### config.mk
export PLATFORM = sky130hd
export DESIGN_NAME = ddr_pix_wr_flat
export DESIGN_NICKNAME = d
export VERILOG_FILES = /design/src/rtl/ddr_pix_wr_pkg.sv /design/src/rtl/ddr_pix_wr_if.sv /design/src/rtl/ddr_pix_wr_packer.sv /design/src/rtl/ddr_pix_wr.sv /design/src/flat_wrapper.sv
export SDC_FILE = /design/constraint.sdc
export NUM_CORES = 1
export LEC_CHECK = 0
export CAP_MARGIN = 10
export CORE_MARGIN = 3
export CORE_UTILIZATION = 61
export CTS_BUF_LIST = sky130_fd_sc_hd__clkbuf_16
export CTS_CLUSTER_SIZE = 24
export DETAILED_ROUTE_END_ITERATION = 12
export PLACE_DENSITY = 0.85
export SETUP_SLACK_MARGIN = 0.05
export SLEW_MARGIN = 0
export SYNTH_ARGS = -nofsm -noshare
export SYNTH_HDL_FRONTEND = slang
export SYNTH_HIERARCHICAL = 1
export SYNTH_SLANG_ARGS = --single-unit
### constraint.sdc
create_clock -name clk -period 5.05 [get_ports clk]
set_input_delay 1.01 -clock clk [delete_from_list [all_inputs] [get_ports clk]]
set_output_delay 1.01 -clock clk [all_outputs]
set_load 0.05 [all_outputs]
### src/rtl/ddr_pix_wr_pkg.sv
// ddr_pix_wr_pkg: shared widths, write-FSM state encoding and colour-bar
// constants for the camera-to-DDR pixel writer.
package ddr_pix_wr_pkg;

    localparam int PIX_W        = 24;
    localparam int PIX_PER_WORD = 10;
    localparam int WORD_W       = 240;
    localparam int DATA_W       = 256;
    localparam int ADDR_W       = 28;
    localparam int ADDR_STEP    = 32;
    localparam int CNT_W        = 4;

    localparam logic [CNT_W-1:0] LAST_IDX = CNT_W'(PIX_PER_WORD - 1);

    typedef enum logic [2:0] {
        ST_IDLE = 3'b001,
        ST_REQ  = 3'b010,
        ST_DATA = 3'b100
    } wr_state_t;

    localparam int BAR_PIX = 160;

    localparam logic [PIX_W-1:0] BAR_WHITE   = 24'hFFFFFF;
    localparam logic [PIX_W-1:0] BAR_YELLOW  = 24'hFFFF00;
    localparam logic [PIX_W-1:0] BAR_CYAN    = 24'h00FFFF;
    localparam logic [PIX_W-1:0] BAR_GREEN   = 24'h00FF00;
    localparam logic [PIX_W-1:0] BAR_MAGENTA = 24'hFF00FF;
    localparam logic [PIX_W-1:0] BAR_RED     = 24'hFF0000;
    localparam logic [PIX_W-1:0] BAR_BLUE    = 24'h0000FF;
    localparam logic [PIX_W-1:0] BAR_BLACK   = 24'h000000;

    function automatic logic [PIX_W-1:0] bar_color(input logic [2:0] idx);
        case (idx)
            3'd0:    return BAR_WHITE;
            3'd1:    return BAR_YELLOW;
            3'd2:    return BAR_CYAN;
            3'd3:    return BAR_GREEN;
            3'd4:    return BAR_MAGENTA;
            3'd5:    return BAR_RED;
            3'd6:    return BAR_BLUE;
            default: return BAR_BLACK;
        endcase
    endfunction

endpackage

### src/rtl/ddr_pix_wr_if.sv
// ddr_pix_wr_if: pixel stream (vs_in/pix_valid/pix_data/pix_ready) and DDR
// write channel (wr_req/ddr_wr_adr/awlen/ddr_wdata/wdata_ready/ddr_wbusy)
// plus the frame_done pulse.
// slave  : the pixel writer.
// master : the pixel source / DDR controller side.
interface ddr_pix_wr_if;
    import ddr_pix_wr_pkg::*;

    logic              vs_in;
    logic              pix_valid;
    logic [PIX_W-1:0]  pix_data;
    logic              pix_ready;
    logic              wr_req;
    logic [ADDR_W-1:0] ddr_wr_adr;
    logic [3:0]        awlen;
    logic [DATA_W-1:0] ddr_wdata;
    logic              wdata_ready;
    logic              ddr_wbusy;
    logic              frame_done;

    modport slave (
        input  vs_in, pix_valid, pix_data, wdata_ready, ddr_wbusy,
        output pix_ready, wr_req, ddr_wr_adr, awlen, ddr_wdata, frame_done
    );

    modport master (
        output vs_in, pix_valid, pix_data, wdata_ready, ddr_wbusy,
        input  pix_ready, wr_req, ddr_wr_adr, awlen, ddr_wdata, frame_done
    );

endinterface

### src/rtl/ddr_pix_wr_packer.sv
// ddr_pix_wr_packer: packs 10 accepted pixels into one 240-bit word,
// pixel 0 in the MSBs.
// Ports: clk, rstn, i_clr (frame start, drops partial word), i_push (pixel
// accepted), i_pix, o_word_vld (word complete this cycle), o_word.
module ddr_pix_wr_packer
    import ddr_pix_wr_pkg::*;
(
    input  logic              clk,
    input  logic              rstn,
    input  logic              i_clr,
    input  logic              i_push,
    input  logic [PIX_W-1:0]  i_pix,
    output logic              o_word_vld,
    output logic [WORD_W-1:0] o_word
);

    logic [CNT_W-1:0]        r_cnt;
    logic [WORD_W-PIX_W-1:0] r_sh;

    // Stale bits need no clearing: a word is only taken after nine shifts
    // since the last clear, which flushes them out of the top.
    always_ff @(posedge clk or negedge rstn) begin
        if (!rstn) begin
            r_cnt <= '0;
            r_sh  <= '0;
        end else if (i_push) begin
            r_sh <= {r_sh[WORD_W-2*PIX_W-1:0], i_pix};
            if (i_clr)
                r_cnt <= CNT_W'(1);
            else if (r_cnt == LAST_IDX)
                r_cnt <= '0;
            else
                r_cnt <= r_cnt + CNT_W'(1);
        end else if (i_clr) begin
            r_cnt <= '0;
        end
    end

    // The 10th pixel is appended combinationally so the word reaches the
    // buffer on the same edge that accepts it.
    assign o_word_vld = i_push & ~i_clr & (r_cnt == LAST_IDX);
    assign o_word     = {r_sh, i_pix};

endmodule

### src/rtl/ddr_pix_wr.sv
// ddr_pix_wr: packs a 24-bit pixel stream into 240-bit words and writes them
// as single-beat DDR bursts at consecutive 32-byte addresses, wrapping after
// MAX_ADDR.
// Ports: clk, rstn (async active-low), init_done (DDR calibrated),
// bus (ddr_pix_wr_if.slave: pixel stream in, DDR write channel out).
// Build option: DDR_PIX_WR_PATTERN_EN replaces pix_data with an internal
// 8-bar colour pattern generator.
//
// state   | meaning
// IDLE    | waiting for a buffered word, controller not busy, DDR ready
// REQ     | wr_req high, address held until wdata_ready
// DATA    | word consumed; advance or wrap the address
module ddr_pix_wr
    import ddr_pix_wr_pkg::*;
#(
    parameter logic [ADDR_W-1:0] MAX_ADDR = 28'hFFF_FFE0
) (
    input  logic         clk,
    input  logic         rstn,
    input  logic         init_done,
    ddr_pix_wr_if.slave  bus
);

    wr_state_t         r_state, w_state_nxt;
    logic              r_run;
    logic [WORD_W-1:0] r_buf [2];
    logic              r_wp, r_rp;
    logic [1:0]        r_cnt;
    logic [1:0]        r_old;
    logic              r_vs_pend;
    logic [ADDR_W-1:0] r_adr;

    logic              w_full, w_accept, w_push, w_pop, w_adr_clr;
    logic              w_wr_req, w_frame_done;
    logic [PIX_W-1:0]  w_pix;
    logic [WORD_W-1:0] w_word;

    // r_run keeps pix_ready low while reset is asserted.
    always_ff @(posedge clk or negedge rstn) begin
        if (!rstn) r_run <= 1'b0;
        else       r_run <= 1'b1;
    end

    assign w_full        = (r_cnt == 2'd2);
    assign bus.pix_ready = r_run & init_done & ~w_full;
    assign w_accept      = bus.pix_valid & bus.pix_ready;
    assign w_pop         = (r_state == ST_REQ) & bus.wdata_ready;

`ifdef DDR_PIX_WR_PATTERN_EN
    logic [7:0] r_bar_pix;
    logic [2:0] r_bar;

    // Eight bars of 160 pixels; the 3-bit bar index wraps at 1280 columns.
    always_ff @(posedge clk or negedge rstn) begin
        if (!rstn) begin
            r_bar_pix <= '0;
            r_bar     <= '0;
        end else if (bus.vs_in) begin
            r_bar     <= '0;
            r_bar_pix <= w_accept ? 8'd1 : 8'd0;
        end else if (w_accept) begin
            if (r_bar_pix == 8'(BAR_PIX - 1)) begin
                r_bar_pix <= '0;
                r_bar     <= r_bar + 3'd1;
            end else begin
                r_bar_pix <= r_bar_pix + 8'd1;
            end
        end
    end

    assign w_pix = bus.vs_in ? bar_color(3'd0) : bar_color(r_bar);
`else
    assign w_pix = bus.pix_data;
`endif

    ddr_pix_wr_packer u_packer (
        .clk        (clk),
        .rstn       (rstn),
        .i_clr      (bus.vs_in),
        .i_push     (w_accept),
        .i_pix      (w_pix),
        .o_word_vld (w_push),
        .o_word     (w_word)
    );

    // Two-entry word FIFO; a push never meets a full buffer because
    // pix_ready is low then.
    always_ff @(posedge clk or negedge rstn) begin
        if (!rstn) begin
            r_buf[0] <= '0;
            r_buf[1] <= '0;
            r_wp     <= 1'b0;
            r_rp     <= 1'b0;
            r_cnt    <= '0;
        end else begin
            if (w_push) begin
                r_buf[r_wp] <= w_word;
                r_wp        <= ~r_wp;
            end
            if (w_pop)
                r_rp <= ~r_rp;
            case ({w_push, w_pop})
                2'b10:   r_cnt <= r_cnt + 2'd1;
                2'b01:   r_cnt <= r_cnt - 2'd1;
                default: r_cnt <= r_cnt;
            endcase
        end
    end

    // r_old counts words buffered before the last vs_in; they sit at the
    // FIFO head and keep the old frame's addresses. The address restarts
    // at 0 once they are gone and the FSM is idle.
    assign w_adr_clr = (r_state == ST_IDLE) & r_vs_pend & (r_old == 2'd0);

    always_ff @(posedge clk or negedge rstn) begin
        if (!rstn) begin
            r_vs_pend <= 1'b0;
            r_old     <= '0;
        end else if (bus.vs_in) begin
            r_vs_pend <= 1'b1;
            r_old     <= r_cnt - {1'b0, w_pop};
        end else begin
            if (w_pop && r_old != 2'd0)
                r_old <= r_old - 2'd1;
            if (w_adr_clr)
                r_vs_pend <= 1'b0;
        end
    end

    always_ff @(posedge clk or negedge rstn) begin
        if (!rstn)
            r_adr <= '0;
        else if (w_adr_clr)
            r_adr <= '0;
        else if (r_state == ST_DATA)
            r_adr <= (r_adr == MAX_ADDR) ? '0 : r_adr + ADDR_W'(ADDR_STEP);
    end

    always_ff @(posedge clk or negedge rstn) begin
        if (!rstn) r_state <= ST_IDLE;
        else       r_state <= w_state_nxt;
    end

    always_comb begin
        w_state_nxt = r_state;
        case (r_state)
            ST_IDLE: if (r_cnt != 2'd0 && !bus.ddr_wbusy && init_done)
                         w_state_nxt = ST_REQ;
            ST_REQ:  if (bus.wdata_ready)
                         w_state_nxt = ST_DATA;
            ST_DATA: w_state_nxt = ST_IDLE;
            default: w_state_nxt = ST_IDLE;
        endcase
    end

    always_comb begin
        w_wr_req     = 1'b0;
        w_frame_done = 1'b0;
        case (r_state)
            ST_REQ:  w_wr_req     = 1'b1;
            ST_DATA: w_frame_done = (r_adr == MAX_ADDR);
            default: ;
        endcase
    end

    assign bus.wr_req     = w_wr_req;
    assign bus.frame_done = w_frame_done;
    assign bus.ddr_wr_adr = r_adr;
    assign bus.awlen      = 4'd0;
    assign bus.ddr_wdata  = {{(DATA_W-WORD_W){1'b0}}, r_buf[r_rp]};

endmodule

### src/flat_wrapper.sv
// flat-port wrapper written by rule: the top's interface ports become plain ports
module ddr_pix_wr_flat import ddr_pix_wr_pkg::*;
#(
    parameter logic [ADDR_W-1:0] MAX_ADDR = 28'hFFF_FFE0
)
  (clk, rstn, init_done, bus_vs_in, bus_pix_valid, bus_pix_data, bus_wdata_ready, bus_ddr_wbusy, bus_pix_ready, bus_wr_req, bus_ddr_wr_adr, bus_awlen, bus_ddr_wdata, bus_frame_done);
  ddr_pix_wr_if bus_i ();
  input  logic clk;
  input  logic rstn;
  input  logic init_done;
  input wire logic [$bits(bus_i.vs_in)-1:0] bus_vs_in;
  input wire logic [$bits(bus_i.pix_valid)-1:0] bus_pix_valid;
  input wire logic [$bits(bus_i.pix_data)-1:0] bus_pix_data;
  input wire logic [$bits(bus_i.wdata_ready)-1:0] bus_wdata_ready;
  input wire logic [$bits(bus_i.ddr_wbusy)-1:0] bus_ddr_wbusy;
  output wire logic [$bits(bus_i.pix_ready)-1:0] bus_pix_ready;
  output wire logic [$bits(bus_i.wr_req)-1:0] bus_wr_req;
  output wire logic [$bits(bus_i.ddr_wr_adr)-1:0] bus_ddr_wr_adr;
  output wire logic [$bits(bus_i.awlen)-1:0] bus_awlen;
  output wire logic [$bits(bus_i.ddr_wdata)-1:0] bus_ddr_wdata;
  output wire logic [$bits(bus_i.frame_done)-1:0] bus_frame_done;
  assign bus_i.vs_in = bus_vs_in;
  assign bus_i.pix_valid = bus_pix_valid;
  assign bus_i.pix_data = bus_pix_data;
  assign bus_i.wdata_ready = bus_wdata_ready;
  assign bus_i.ddr_wbusy = bus_ddr_wbusy;
  assign bus_pix_ready = bus_i.pix_ready;
  assign bus_wr_req = bus_i.wr_req;
  assign bus_ddr_wr_adr = bus_i.ddr_wr_adr;
  assign bus_awlen = bus_i.awlen;
  assign bus_ddr_wdata = bus_i.ddr_wdata;
  assign bus_frame_done = bus_i.frame_done;
  ddr_pix_wr #(.MAX_ADDR(MAX_ADDR)) u_core (.clk(clk), .rstn(rstn), .init_done(init_done), .bus(bus_i));
endmodule
==> results of run 1 <==
## metrics by stage
stage           util  cells  total power, W  hold WS [ns]  cell area (um2)
6_report       0.738   3013          0.0151         0.491            37400
5_1_grt        0.738   3013          0.0157         0.509            37400
4_1_cts        0.738   3013          0.0152         0.500            37400
3_5_place_dp   0.691   2876         0.00989         0.487            35000
3_3_place_gp   0.691   2876         0.00977         0.481            35000
2_1_floorplan      -   2031         0.00902         0.458            31700
## flip-flops by register name, summed over array words and instances, names as in the netlist, 2 cells and up
register,cells
u_core/r_cnt,2
u_core/bus.ddr_wr_adr,23
u_core/r_state,3
u_core/u_packer/r_cnt,4
u_core/r_buf,480
u_core/r_old,2
u_core/u_packer/r_sh,216
## per-layer routing
metal  GRT usage  vias to the layer above
li1            -                     7629
met1       0.337                     8990
met2       0.410                      379
met3      0.0534                      103
met4      0.0712                        0
met5           0                        -
## worst register-to-register path, delay by kind of cell (launching register included)
family | cells | cell delay (ns)
mux | 1 | 0.71
compound gates | 1 | 0.17
buf+inv | 3 | 0.64
simple gates | 3 | 0.89
flops | 1 | 0.42
## cells by family after synthesis
family,after synthesis
flops,734
other cells,2
buf+inv,163
simple gates,109
xor+xnor,22
fa+ha+maj,6
compound gates,32
mux,939
## path summary, 6_finish.rpt
check / endpoint / slack (ns)
hold / removal: u_core/bus.ddr_wr_adr[9] / 0.49
setup reg to reg: u_core/r_buf[384] / 2.09
max in group asynchronous: u_core/r_buf[100] / 3.35
min in group clk: u_core/r_buf[98] / 0.50
hold reg to reg: u_core/r_buf[98] / 0.50
setup / recovery: bus_ddr_wdata[84] / 0.85
## cells in the mapped netlist, drive strengths merged
cell	instances	area (um2)
mux2	937	11100
dfrtp	733	18300
buf	135	928
nor2	29	109
clkbuf	21	78.8
nand2	19	71.3
o21ai	14	73.8
nand4	13	81.3
xor2	13	114
nand3	12	60.1
a21oi	10	53.8
xnor2	9	78.8
inv	7	26.3
ha	6	75.1
nor4	5	50.1
and3	4	30.0
nand2b	4	25.0
nand3b	4	30.0
nor3	4	36.3
nor3b	4	35.0
and2	3	18.8
a21o	2	15.0
a31oi	2	12.5
conb	2	7.51
mux2i	2	20.0
or2	2	15.0
or3b	2	20.0
a21boi	1	7.51
a22o	1	8.76
a32oi	1	8.76
and2b	1	7.51
and4	1	8.76
and4b	1	10.0
dfstp	1	26.3
o21a	1	8.76
or3	1	6.26
## where the power goes
| group | leakage (nW) | internal, W | switching [W] |
|---|---|---|---|
| logic | 7.10 | 0.00132 | 0.000794 |
| registers | 9.95 | 0.00662 | 0.00106 |
| clock network | 1.23 | 0.00308 | 0.00226 |
| total | 18.3 | 0.0110 | 0.00412 |
## cell type report
cell class / count / area, um2
inverter: 7 / 26.3
clock buffer: 77 / 1930
sequential: 734 / 18400
fill: 3065 / 13300
clock inverter: 60 / 442
tap: 672 / 841
multi-input combinational: 1134 / 12300
timing repair buffer: 329 / 3440
==> summary.txt, run 1 <==
STA
  – Final worst path period need: 4.20 ns
  – TNS Setup: 0 ns
  – Post-route setup slack: 0.848 ns
  – Max_slew headroom: 0.352
  – Worst-Margin Slew: 0.973 ns
  – Max Fclk: around 0.24 GHz
  – Pins Over Slew Limit: 0
  – Clk_skew: 0.0216 ns
  – Fin crit share: 0.832
  – Final Hold Vio Count: 0
  – Endpoints failing setup: 0
  – Unrepaired setup endpoints after global routing: false

Clock network
  – Reg clk slew, reported paths: 0.06 ns
  – Root buffer cell: clkbuf_16
  – Cts hold-fix bufs: 0
  – Sinks on Clock Net: roughly 730
  – Post-cts sizing count: 0
  – CTS tree: yes
  – Num CTS Buffers: between 70 and 80
  – Skew-Pair Late Insertion Delay: 0.61 ns
  – Clk buf depth: 3
  – H-tree levels: 3
  – Number of post-CTS setup repair buffers: 0

Setup path
  – Reg2reg start: u_core/r_cnt[0]
  – Setup crit end kind: primary output
  – Worst-path fanout max: 53
  – Worst path max stage delay: about 1.0 ns
  – Delay-heaviest family, CP: buffers and inverters
  – CP Data Required Time: 4.04 ns
  – CP Class: flop to primary output
  – Stages on worst setup path: 3
  – Worst path cell trace: buf_12, mux2_2, clkdlybuf4s50_1
  – Critical Path Source Type: flop
  – Reg2reg path depth: 8
  – WP buf/inv: 2
  – Crit path DAT: 3.19 ns
  – Crit path max-delay cell type: dfrtp_4
  – Crit. Startpoint: u_core/r_rp

Hold path
  – Hold WC Path Type: input pin to asynchronous set/reset pin

Layout
  – # diodes: 0
  – Most common cell after layout, fill and taps aside: mux2_2
  – Layout area overhead: 18.2%
  – Nets: roughly 2,300
  – Layout cell share with drive strength beyond 1: 0.465
  – Most frequent cells in the layout: 783 x mux2_2, 732 x dfrtp_1, 295 x clkdlybuf4s50_1

Floorplanning
  – Die Wd: 234 um
  – Rows: 82
  – I/O Pins: between 300 and 400
  – Core area: 50,700 um2
  – Die area: between 50,000 and 60,000 um2
  – Starting Density: 0.624
  – Die Y: 234 um

Pwr
  – Pwr dens: slightly above 400 nW/um2
  – Leak Pwr: 18.3 nW
  – Max VDD drop: ~0.00028 V

Yosys
  – Adder-Cell Fraction of Synth Area: 0.00237
  – Mapped Area: around 32,000 um2
  – Largest family of logic cells by synthesized area: multiplexers
  – Mux contribution to synthesized area: 0.352
  – Post-Synth Simple-Gate Area: 0.0194
  – Syn_area_per_cell: 15.8 um2
  – Post-synthesis xor/xnor area fraction: 0.00609
  – Synth Warn #: 6
  – Compound-Gate Fraction of Synth Area: 0.00597
  – Sequential-to-total area share from yosys stat: 0.581
  – Number of library cell types mapped by synthesis: 51
  – Synth Register Bits: 734
  – Synth Instances: around 2,000

Global routing
  – First-pass GRT wire length: 105,000 um
  – Initial antenna violation count: 0
  – Grt ovf: 0
  – Vias in the first global route: 18,300
  – Global router's overall resource usage: 0.249
  – Largest net degree at the start of global routing: 121

Place
  – GP Congestion: about 0.86
  – I/O Buffers: 296
  – Pre-CTS setup slack: around 1.1 ns
  – Hpwl dp: 43,400 um

Route
  – Top Metal Used: met4
  – Via density: 5.68
  – DRT iter0 DRCs: 1,163
  – DR WL met3: 3300 um
  – Final wirelength: 67,600 um
  – Final ANT Viol Nets: 0
  – # DRC: 0
  – Via Count: 17,100
  – Routed len/inst: 22.4 um
  – 1st-pass router iterations: 5
  – WL met1: 29,400 um
  – Met2 wire length: 33,300 um

Status
  – Outcome: completed

Job
  – Max Cap Viol: 0
No activity file was read; power rests on OpenSTA's default activity.
==> run 2: changes to the inputs <==
Settings changed: CORE_UTILIZATION 61 to 57, PLACE_DENSITY 0.85 to 0.8.
Clock period 5.05 ns to 3.96 ns, I/O delays scaled along.
==> summary.txt, run 2 (synthesis results as in run 1) <==
Status
  – Outcome: completed

Layout
  – # diodes: 0
  – Most frequent cells in the layout: 783 x mux2_2, 732 x dfrtp_1, 294 x clkdlybuf4s50_1
  – Top reg by flops: u_core/r_buf
  – Fin util: 0.692
  – Multi-input logic area: 12,300 um2
  – Reg area: about 18,000 um2
  – Fillers: 3,579
  – Nets: 2,320
  – Layout area overhead: 18.9%
  – Layout cell share with drive strength beyond 1: 0.468
  – Largest register FFs: 480
  – Most common cell after layout, fill and taps aside: mux2_2

Pwr
  – Sw Pwr: 0.00524 W
  – Seq pwr share: 0.501
  – Leak Pwr: roughly 18 nW
  – Pwr dens: 518 nW/um2
  – Max VDD drop: 0.000385 V
  – Clk pwr share: 0.361
  – Total internal power: 0.0142 W
  – Sw Share: 0.269
  – Combinational share of power: 0.138

Clock network
  – Sinks on Clock Net: about 730
  – Num CTS Buffers: 76
  – Reg clk slew, reported paths: 0.06 ns
  – Number of post-CTS setup repair buffers: 0
  – Post-cts sizing count: 0
  – Cts hold-fix bufs: 0
  – Root buffer cell: clkbuf_16
  – Skew-Pair Late Insertion Delay: 0.60 ns
  – Clk buf depth: 3
  – H-tree levels: 3
  – CTS tree: yes

Floorplanning
  – Starting Density: 0.582
  – Rows: 85
  – Die area: 58,400 um2
  – I/O Pins: 322
  – Die Wd: 242 um
  – Die Y: 242 um
  – Core area: 54,300 um2

Route
  – Via density: 5.58
  – DRT iter0 DRCs: a little over 800
  – 1st-pass router iterations: 5
  – Final wirelength: ~68,000 um
  – Routed len/inst: 21.9 um
  – Final ANT Viol Nets: 0
  – Via Count: approximately 17,000
  – # DRC: 0

STA
  – Final Hold Vio Count: 0
  – Clk_skew: 0.0170 ns
  – Max Fclk: 0.267 GHz
  – TNS Setup: 0 ns
  – Unrepaired setup endpoints after global routing: false
  – Worst-Margin Slew: 1.10 ns
  – Final worst path period need: 3.74 ns
  – Max_slew headroom: 0.267
  – Endpoints failing setup: 0
  – Pins Over Slew Limit: 0
  – Fin crit share: 0.945

Global routing
  – First-pass GRT wire length: 109,000 um
  – Met3 usage: 0.0606
  – Vias in the first global route: ~19,000
  – Grt met2 use: 0.386
  – Initial antenna violation count: 0
  – Global router's overall resource usage: 0.235
  – GR Layer Usage met1: 0.312
  – Grt ovf: 0
  – Largest net degree at the start of global routing: 128
  – Top Usage Layer GRT: met2

Setup path
  – Delay-heaviest family, CP: buffers and inverters
  – Reg2reg path depth: 9
  – Critical Path Source Type: flop
  – Reg2reg end: u_core/r_buf[460]
  – R2r setup slk: 1.38 ns
  – Crit path capture: bus_ddr_wdata[124]
  – Worst path max stage delay: 0.72 ns
  – WP buf/inv: 2
  – Crit. Startpoint: u_core/r_rp
  – CP Data Required Time: 3.17 ns
  – Reg2reg start: u_core/r_cnt[0]
  – CP Class: flop to primary output
  – Crit path DAT: a little under 3 ns
  – Worst path cell trace: buf_12, mux2_2, clkdlybuf4s50_1
  – Setup crit end kind: primary output
  – Worst-path fanout max: 65
  – Crit path max-delay cell type: dfrtp_4
  – Stages on worst setup path: 3

Job
  – Max Cap Viol: 0

Place
  – GP Congestion: 0.825
  – I/O Buffers: 296
  – Hpwl dp: 44,200 um

Hold path
  – Hold WC Path Type: input pin to asynchronous set/reset pin
[run 2: changes by cell type in the layout (fill, tap and decap cells not counted)]
| cell | change |
|---|---|
| inv_6 | -1 |
| clkbuf_16 | +2 |
| clkinv_2 | +1 |
| clkinv_4 | +2 |
| bufinv_16 | +2 |
| clkdlybuf4s50_1 | -1 |
| buf_12 | +2 |
| clkinvlp_4 | -1 |
| inv_1 | -5 |
[run 2: per-layer routing]
metal	vias up	share of wire
li1	7669	-
met1	9065	0.43
met2	345	0.49
met3	106	0.053
met4	0	0.025
met5	-	0
[run 2: area by class of cell]
type | count | share of cell area
clock inverters | 58 | 0.0130
repair buffers | 330 | 0.0923
flip-flops and latches | 734 | 0.489
inverters | 7 | 0.000699
clock buffers | 79 | 0.0526
multi-input cells | 1134 | 0.328
well taps | 739 | 0.0246
[run 2: worst min-delay path by stage]
stage                            from                       end  slack, ns  depth (start not counted)
finish                           rstn  u_core/bus.ddr_wr_adr[8]       0.19                          1
global route                     rstn  u_core/bus.ddr_wr_adr[8]       0.19                          1
floorplan           u_core/r_state[2]         u_core/r_state[1]       0.46                          1
detailed placement  u_core/r_buf[170]         u_core/r_buf[170]       0.49                          1
global placement    u_core/r_buf[133]         u_core/r_buf[133]       0.48                          1
CTS                              rstn  u_core/bus.ddr_wr_adr[8]       0.21                          1
[run 2: through the flow]
step | area [um2] | std cells | hold slack, ns | setup WS (ns) | total power [W]
after floorplan | 31700 | 2031 | 0.458 | 0.101 | 0.0115
after global placement | 35100 | 2944 | 0.481 | 0.540 | 0.0125
after detailed placement | 35100 | 2944 | 0.487 | 0.563 | 0.0126
after CTS | 37600 | 3081 | 0.206 | 0.161 | 0.0197
after global routing | 37600 | 3081 | 0.187 | 0.103 | 0.0203
final | 37600 | 3081 | 0.186 | 0.218 | 0.0195
[run 2: power groups by stage]
stage / logic, W / registers [W] / clock network, W
final: 0.00270 / 0.00975 / 0.00703
after global routing: 0.00289 / 0.00991 / 0.00752
after CTS: 0.00273 / 0.00976 / 0.00720
after detailed placement: 0.00271 / 0.00989 / 0
after global placement: 0.00265 / 0.00980 / 0
after floorplan: 0.00231 / 0.00920 / 0
==> run 3: changes to the inputs <==
Settings changed: CORE_MARGIN 3 to default, CTS_CLUSTER_SIZE 24 to default.
==> summary.txt, run 3 (synthesis results as in run 1) <==
Place
  – I/O Buffers: 296
  – Hpwl dp: 43,500 um
  – GP Congestion: between 0.8 and 0.9
  – Pre-CTS setup slack: 0.587 ns

Pwr
  – Max VDD drop: about 0.00037 V
  – Combinational share of power: 0.141
  – Seq pwr share: 0.502
  – Clk pwr share: 0.358
  – Sw Pwr: ~0.0052 W
  – Sw Share: 0.270
  – Pwr dens: 517 nW/um2
  – Total internal power: 0.0142 W
  – Leak Pwr: 18.4 nW

Floorplanning
  – Die area: 56,400 um2
  – Die Y: 238 um
  – Die Wd: 238 um
  – Core area: 54,300 um2
  – I/O Pins: 322
  – Rows: 85
  – Starting Density: 0.582

Setup path
  – Setup crit end kind: primary output
  – Critical Path Source Type: flop
  – Crit path max-delay cell type: clkdlybuf4s50_1
  – Reg2reg start: u_core/r_cnt[0]
  – Worst path cell trace: or3b_4, nor3_4, and3_4, clkdlybuf4s50_1
  – Crit path DAT: 2.92 ns
  – Worst path max stage delay: 0.80 ns
  – CP Class: flop to primary output
  – CP Data Required Time: around 3.2 ns
  – Crit. Startpoint: u_core/r_state[2]
  – Worst-path fanout max: 13

STA
  – Max_slew headroom: 0.227
  – TNS Setup: 0 ns
  – Unrepaired setup endpoints after global routing: false
  – Pins Over Slew Limit: 0
  – Worst-Margin Slew: 1.16 ns
  – Final Hold Vio Count: 0
  – Endpoints failing setup: 0
  – Post-route setup slack: 0.249 ns
  – Fin crit share: 0.937
  – Clk_skew: 0.0160 ns
  – Final worst path period need: 3.71 ns
  – Max Fclk: 0.269 GHz

Global routing
  – Largest net degree at the start of global routing: between 100 and 150
  – Global router's overall resource usage: 0.244
  – Vias in the first global route: 18,400
  – Grt ovf: 0
  – First-pass GRT wire length: 108,000 um
  – Initial antenna violation count: 0

Clock network
  – CTS tree: yes
  – Cts hold-fix bufs: 0
  – H-tree levels: 3
  – Skew-Pair Late Insertion Delay: between 0.6 and 0.7 ns
  – Num CTS Buffers: 77
  – Number of post-CTS setup repair buffers: 0
  – Post-cts sizing count: 0
  – Sinks on Clock Net: 734
  – Clk buf depth: 3
  – Root buffer cell: clkbuf_16
  – Reg clk slew, reported paths: 0.06 ns

Layout
  – Layout area overhead: 18.9%
  – Top reg by flops: u_core/r_buf
  – Nets: 2,322
  – Largest register FFs: 480
  – Layout cell share with drive strength beyond 1: 0.469
  – Fillers: 3,576
  – Most frequent cells in the layout: 783 x mux2_2, 732 x dfrtp_1, 294 x clkdlybuf4s50_1
  – Reg area: between 15,000 and 20,000 um2
  – Most common cell after layout, fill and taps aside: mux2_2
  – Multi-input logic area: 12,300 um2
  – # diodes: 0

Route
  – Final wirelength: around 67,000 um
  – Via density: 5.53
  – Final ANT Viol Nets: 0
  – 1st-pass router iterations: 4
  – # DRC: 0
  – DRT iter0 DRCs: 888
  – Routed len/inst: 21.7 um
  – Via Count: 17,000

Hold path
  – Hold WC Path Type: input pin to asynchronous set/reset pin

Status
  – Outcome: completed

Job
  – Max Cap Viol: 0
## run 3: changes by cell type in the layout (fill, tap and decap cells not counted), sizes merged
cell      change
clkinvlp      -1
clkbuf        +2
clkinv        +5
inv           -4
bufinv        -2
buf           +1
## run 3: path summary, 6_finish.rpt
kind	depth (start not counted)	slack, ns	end
hold reg to reg	1	0.50	u_core/r_buf[221]
min in group clk	1	0.50	u_core/r_buf[221]
setup reg to reg	8	1.37	u_core/r_buf[197]
setup / recovery	4	0.25	bus_frame_done
max in group asynchronous	2	2.64	u_core/r_buf[97]
hold / removal	1	0.27	u_core/r_buf[446]
## run 3: through the flow
stage	util	instance area, um2	std cells	total power, W	hold WS [ns]
2_1_floorplan	-	31700	2031	0.0115	0.458
3_3_place_gp	0.647	35200	2945	0.0125	0.481
3_5_place_dp	0.647	35200	2945	0.0126	0.487
4_1_cts	0.692	37600	3082	0.0196	0.302
5_1_grt	0.692	37600	3082	0.0203	0.319
6_report	0.692	37600	3082	0.0194	0.265
## run 3: final cells by class
class                           instances  area share
Inverter                                7    0.000698
Clock buffer                           81      0.0539
Timing Repair Buffer                  331      0.0934
Clock inverter                         56      0.0112
Multi-Input combinational cell       1134       0.328
Sequential cell                       734       0.488
Tap cell                              739      0.0246
## run 3: power groups by stage
| stage | logic (W) | registers [W] | clock network, W |
|---|---|---|---|
| finish | 0.00273 | 0.00975 | 0.00695 |
| CTS | 0.00276 | 0.00975 | 0.00712 |
| global placement | 0.00268 | 0.00980 | 0 |
| global route | 0.00292 | 0.00989 | 0.00747 |
| floorplan | 0.00231 | 0.00920 | 0 |
| detailed placement | 0.00275 | 0.00988 | 0 |
## run 3: worst max-delay path: cells and delay by family, from the launching register on
family / cells / cell delay (ns)
simple gates: 3 / 1.09
flops: 1 / 0.44
buf+inv: 1 / 0.80
## run 3: routing by layer
metal | global-route usage | up-vias | part of all wire
met5 | 0 | - | 0
met4 | 0.0702 | 0 | 0.020
met2 | 0.394 | 333 | 0.49
li1 | - | 7631 | -
met3 | 0.0513 | 80 | 0.049
met1 | 0.335 | 8994 | 0.44
